--- config.mk ---
export PLATFORM = sky130hd
export DESIGN_NAME = apb_regbank_slave
export DESIGN_NICKNAME = d
export VERILOG_FILES = /design/src/rtl/apb_regbank_pkg.sv /design/src/rtl/apb_strb_regfile.sv /design/src/rtl/apb_regbank_slave.sv
export SDC_FILE = /design/constraint.sdc
export NUM_CORES = 1
export LEC_CHECK = 0
export ABC_AREA = 1
export CAP_MARGIN = 15
export CORE_ASPECT_RATIO = 0.8
export CORE_MARGIN = 2
export CORE_UTILIZATION = 55
export CTS_CLUSTER_SIZE = 14
export DETAILED_ROUTE_END_ITERATION = 10
export GPL_ROUTABILITY_DRIVEN = 1
export PLACE_DENSITY_LB_ADDON = 0.05
export SYNTH_ARGS = -nofsm -noshare
export SYNTH_HDL_FRONTEND = slang
export SYNTH_HIERARCHICAL = 1
export SYNTH_SLANG_ARGS = --single-unit
export TNS_END_PERCENT = 5
--- constraint.sdc ---
create_clock -name PCLK -period 3.4 [get_ports PCLK]
set_clock_uncertainty 0.2 [all_clocks]
set_input_delay 0.34 -clock PCLK [delete_from_list [all_inputs] [get_ports PCLK]]
set_output_delay 0.34 -clock PCLK [all_outputs]
set_load 0.02 [all_outputs]
--- src/rtl/apb_regbank_pkg.sv ---
// Shared types, register indices and address-error decode for the APB register bank.
package apb_regbank_pkg;

  typedef enum logic {
    IDLE   = 1'b0,
    ACCESS = 1'b1
  } state_e;

  localparam int unsigned IDX_STATUS = 0;
  localparam int unsigned IDX_CTRL   = 1;
  localparam int unsigned CNT_W      = 4;

  // Flags misaligned, out-of-range, read-only and unprivileged-control accesses.
  function automatic logic addr_err(input logic [63:0] addr, input logic write,
                                    input logic [2:0] prot, input int unsigned num_regs);
    logic [63:0] word;
    logic        unused_prot_hi;
    word           = addr >> 2;
    unused_prot_hi = ^prot[2:1];
    addr_err = (addr[1:0] != 2'b00)
            || (addr >= (64'(num_regs) << 2))
            || (write && (word == 64'(IDX_STATUS)))
            || (write && (word == 64'(IDX_CTRL)) && !prot[0]);
  endfunction

endpackage

--- src/rtl/apb_strb_regfile.sv ---
// Word register storage with byte-strobed writes and a combinational read port.
module apb_strb_regfile
  import apb_regbank_pkg::*;
#(
  parameter int unsigned DATA_WIDTH = 32,
  parameter int unsigned NUM_REGS   = 16,
  localparam int unsigned IDX_W     = $clog2(NUM_REGS),
  localparam int unsigned STRB_W    = DATA_WIDTH / 8
) (
  input  logic                  clk,
  input  logic                  rst_n,
  input  logic                  we_i,
  input  logic [IDX_W-1:0]      widx_i,
  input  logic [DATA_WIDTH-1:0] wdata_i,
  input  logic [STRB_W-1:0]     wstrb_i,
  input  logic [IDX_W-1:0]      ridx_i,
  output logic [DATA_WIDTH-1:0] rdata_o,
  output logic [DATA_WIDTH-1:0] ctrl_o
);

  logic [DATA_WIDTH-1:0] mem_q [NUM_REGS];

  // Per-lane write: lanes with a cleared strobe hold their value.
  always_ff @(posedge clk or negedge rst_n) begin
    if (!rst_n) begin
      for (int unsigned i = 0; i < NUM_REGS; i++) mem_q[i] <= '0;
    end else if (we_i) begin
      for (int unsigned b = 0; b < STRB_W; b++) begin
        if (wstrb_i[b]) mem_q[widx_i][8*b +: 8] <= wdata_i[8*b +: 8];
      end
    end
  end

  assign rdata_o = mem_q[ridx_i];
  assign ctrl_o  = mem_q[IDX_CTRL];

endmodule

--- src/rtl/apb_regbank_slave.sv ---
// APB4 completer: setup latch, wait-state counter, error decode and write-commit strobes.
module apb_regbank_slave
  import apb_regbank_pkg::*;
#(
  parameter int unsigned ADDR_WIDTH  = 32,
  parameter int unsigned DATA_WIDTH  = 32,
  parameter int unsigned NUM_REGS    = 16,
  parameter int unsigned WAIT_STATES = 2,
  localparam int unsigned IDX_W      = $clog2(NUM_REGS),
  localparam int unsigned STRB_W     = DATA_WIDTH / 8
) (
  input  logic                  PCLK,
  input  logic                  PRESETn,
  input  logic                  PSEL,
  input  logic                  PENABLE,
  input  logic                  PWRITE,
  input  logic [ADDR_WIDTH-1:0] PADDR,
  input  logic [DATA_WIDTH-1:0] PWDATA,
  input  logic [STRB_W-1:0]     PSTRB,
  input  logic [2:0]            PPROT,
  output logic [DATA_WIDTH-1:0] PRDATA,
  output logic                  PREADY,
  output logic                  PSLVERR,
  input  logic [DATA_WIDTH-1:0] status_in,
  output logic [DATA_WIDTH-1:0] ctrl_out,
  output logic                  wr_pulse,
  output logic [IDX_W-1:0]      wr_index
);

  state_e                state_q;
  logic [CNT_W-1:0]      cnt_q;
  logic [ADDR_WIDTH-1:0] paddr_q;
  logic                  pwrite_q;
  logic [DATA_WIDTH-1:0] pwdata_q;
  logic [STRB_W-1:0]     pstrb_q;
  logic [2:0]            pprot_q;
  logic                  wr_pulse_q;
  logic [IDX_W-1:0]      wr_index_q;

  logic [IDX_W-1:0]      idx_c;
  logic                  err_c;
  logic                  done_c;
  logic                  we_c;
  logic [DATA_WIDTH-1:0] rf_rdata;

  assign idx_c  = paddr_q[IDX_W+1:2];
  assign err_c  = addr_err(64'(paddr_q), pwrite_q, pprot_q, NUM_REGS);
  assign done_c = (state_q == ACCESS) && (cnt_q == '0) && PSEL && PENABLE;
  assign we_c   = done_c && pwrite_q && !err_c;

  // Transfer sequencing: latch the setup phase, count wait states, complete or abort.
  always_ff @(posedge PCLK or negedge PRESETn) begin
    if (!PRESETn) begin
      state_q  <= IDLE;
      cnt_q    <= '0;
      paddr_q  <= '0;
      pwrite_q <= 1'b0;
      pwdata_q <= '0;
      pstrb_q  <= '0;
      pprot_q  <= '0;
    end else begin
      unique case (state_q)
        IDLE: begin
          if (PSEL && !PENABLE) begin
            paddr_q  <= PADDR;
            pwrite_q <= PWRITE;
            pwdata_q <= PWDATA;
            pstrb_q  <= PSTRB;
            pprot_q  <= PPROT;
            cnt_q    <= CNT_W'(WAIT_STATES);
            state_q  <= ACCESS;
          end
        end
        ACCESS: begin
          if (!PSEL) begin
            cnt_q   <= '0;
            state_q <= IDLE;
          end else if (cnt_q != '0) begin
            cnt_q <= cnt_q - CNT_W'(1);
          end else if (PENABLE) begin
            state_q <= IDLE;
          end
        end
        default: state_q <= IDLE;
      endcase
    end
  end

  // Commit notification: one-cycle pulse plus index of the write just performed.
  always_ff @(posedge PCLK or negedge PRESETn) begin
    if (!PRESETn) begin
      wr_pulse_q <= 1'b0;
      wr_index_q <= '0;
    end else begin
      wr_pulse_q <= we_c;
      if (we_c) wr_index_q <= idx_c;
    end
  end

  apb_strb_regfile #(
    .DATA_WIDTH (DATA_WIDTH),
    .NUM_REGS   (NUM_REGS)
  ) u_regfile (
    .clk     (PCLK),
    .rst_n   (PRESETn),
    .we_i    (we_c),
    .widx_i  (idx_c),
    .wdata_i (pwdata_q),
    .wstrb_i (pstrb_q),
    .ridx_i  (idx_c),
    .rdata_o (rf_rdata),
    .ctrl_o  (ctrl_out)
  );

  assign PREADY   = done_c;
  assign PSLVERR  = done_c && err_c;
  assign PRDATA   = (done_c && !err_c)
                  ? ((idx_c == IDX_W'(IDX_STATUS)) ? status_in : rf_rdata)
                  : '0;
  assign wr_pulse = wr_pulse_q;
  assign wr_index = wr_index_q;

endmodule

==> metrics.txt <==
status completed; met2 wire length 36.7 mm; combinational family with the most area after synthesis simple AND/OR/NAND/NOR gates; PD cells 573 nW/um2; first-pass GRT wire length 130 mm; slew margin rel. 41.2%; WL/cell 17.8 um; Worst IR Drop VDD 0.425 mV; routed vias 24.9k; I/O pins 179; crit-path cells inv_12 > buf_12 > buf_4 > nand2_1 > nand3_1 > nand3_1 > nand3_1 > nand2_1 > nand2_1 > o21ai_2 > inv_1 > nor2_1 > dlygate4sd2_1; GP Congestion 0.839; Max Cap Viol 0; Die ar. about 55,000 um2; Die Wd 261 um; Post-Route M1 WL about 37 mm; gr ovfl total 0; Syn Inst Count 3,765; Root Buffer clkbuf_16; Slew @ Worst Pin 0.878 ns; slowest cell on the critical path dfrtp_4; Syn Std Cell Area between 20,000 and 30,000 um2; core area 52,300 um2; GRT Total Usage 30.4%; CP arrival approximately 2.8 ns; drt pass-1 iters 6; Yosys warnings 6; RSZ-0062 raised after global routing yes; Ant. Diodes 0; critical-path maximum fanout 36; Initial Util 55.6%; met3 WL ~6 mm; Starting DRT DRC Count 2,651; Syn Nets 3,875; IO buf count roughly 180; vias in the first global route 23.8k; detailed placement HPWL 52.5 mm; TritonCTS Buffers 59; DP Worst Slack 0.172 ns; top cell type's share of synthesized area a little over 50%; Leak 0.0157 uW; initial antenna violation count 0; Worst Hold Class input pin to asynchronous set/reset pin; fin crit period 3.38 ns; remaining antenna violation count 0; Yosys top cell by area dfrtp_1; CTS tree yes; Power, Total approximately 19,000 uW; register bit count reported by yosys 592; Post-Synth Simple-Gate Area between 20% and 30%; synth unique cells 25; largest cells by area after synthesis dfrtp_1 (51%), nand2_1 (17%), o21ai_0 (8.9%); Final nets between 3k and 4k; Synth Flop Type dfrtp_1; largest net degree at the start of global routing between 100 and 150; post-synthesis compound-gate area fraction under 10%; htree depth 2; Clock Pin Slew Worst Setup and Hold Paths 0.06 ns; WP buf/inv 5; Area Overhead vs Synth 13.9%; worst skew pair latency 0.62 ns; Final Hold Viols 0; mux cell area share after synthesis 2.64%; fin. max-slew vios 0; Die Span Y 210 um; register area share after synthesis 51.0%; Crit. End Element output pin; Setup-failing EPs final 0; drt total wl 81.2 mm; Tcrit/Tclk final 99.5%; Sink Count 592; Data required, critical path ~2.9 ns; WHS 0.0934 ns; CP Class flop to output pin; Mapped Avg Cell Area between 7 and 8 um2; DR DRC count 0; Post-Synth Adder-Cell Area 0.0862%; type of origin of the critical path flop; Critical Path Max Stage Delay between 0.5 and 0.6 ns; final worst slack between 0.015 and 0.02 ns; commonest cells after routing, fill and taps aside nand2_1 (1,317), dfrtp_1 (589), o21ai_0 (517); most common cell after layout, fill and taps aside nand2_1; Top delay family on crit path buffers and inverters; # rows 75; Fmax around 0.30 GHz; Clock Tree Buf Depth 3; number of synthesized flops with an enable pin 0; fraction of layout cells with a size suffix above 1 approximately 7.3%; drt via density between 5 and 6; Highest Signal Layer met4; Async SR Flop Fraction 100%; post-synthesis xor/xnor area fraction less than 1%
layout make-up:
cell class	instances	area, um2
fill	4496	19200
sequential	592	14800
multi-input combinational	2415	10900
timing repair buffer	244	2590
inverter	504	1910
clock buffer	92	1800
tap	693	867
clock inverter	13	200
timing repair inverter	1	8.76
worst reg2reg max path, cell delays in order, from the launching register on:
cell	delay, ns
dfrtp_4	0.53
buf_6	0.20
buf_12	0.13
buf_16	0.22
nand2_1	0.17
nor2_1	0.71
nand2_1	0.58
o21ai_0	0.37
report_power, final:
group	total [uW]	switching (uW)	internal [uW]
sequential	7510	233	7280
combinational	4730	3250	1490
clock	6710	2720	3990
total	19000	6200	12800
cells by family after synthesis:
| kind of cell | count (synthesis) |
|---|---|
| and+or+nand+nor | 1792 |
| muxes | 68 |
| buffers and inverters | 758 |
| AOI/OAI and AO/OA | 552 |
| adders and majority gates | 2 |
| xor gates and xnor gates | 1 |
| DFF | 592 |
metrics by stage:
| stage | util (%) | cell area, um2 | cells | TNS, ns |
|---|---|---|---|---|
| 3_3_place_gp | 59.2 | 30900 | 4438 | 0 |
| 2_1_floorplan | - | 29000 | 3765 | 0 |
| 6_report | 63.3 | 33100 | 4554 | 0 |
| 5_1_grt | 63.3 | 33100 | 4554 | -0.704 |
| 3_5_place_dp | 59.2 | 30900 | 4438 | 0 |
| 4_1_cts | 63.3 | 33100 | 4554 | 0 |
flip-flops by register name, indices dropped and copies added, names as in the netlist:
signal / flops
cnt_q: 4
paddr_q: 32
pprot_q: 1
pstrb_q: 4
pwdata_q: 32
pwrite_q: 1
state_q: 1
u_regfile/ctrl_o: 32
u_regfile/mem_q: 480
wr_index: 4
wr_pulse: 1
synthesized netlist by cell type (6+ instances only):
master	n
nand3_1	386
buf_4	38
nand2_1	1320
nand4_1	6
buf_2	95
o21ai_1	30
o21ai_0	517
clkbuf_1	58
buf_6	38
dfrtp_1	592
mux2_2	68
nor2_1	71
inv_1	501
buf_1	25
final timing paths:
path | from | to | slack [ns] | depth (start not counted)
setup / recovery | paddr_q[2] | PRDATA[0] | 0.02 | 13
hold / removal | PRESETn | paddr_q[23] | 0.09 | 2
setup reg to reg | paddr_q[2] | u_regfile/mem_q[408] | 0.19 | 7
hold reg to reg | wr_index[3] | wr_index[3] | 0.27 | 2
max in group asynchronous | PRESETn | paddr_q[3] | 1.86 | 3
min in group PCLK | PWRITE | pwrite_q | 0.10 | 3
what timing repair did:
item	in CTS	in global routing
endpoints found under the hold margin	105	0
resized for setup	99	31
hold buffers	1	0
buffers inserted	6	0
endpoints found under the setup margin	32	31
gates cloned	4	0
routing by layer:
layer,vias to the layer above,GRT usage (%)
met4,0,8.79
met1,12100,44.8
li1,11800,-
met2,872,46.6
met3,128,4.83
met5,-,0
(Power assumes the default switching activity.)
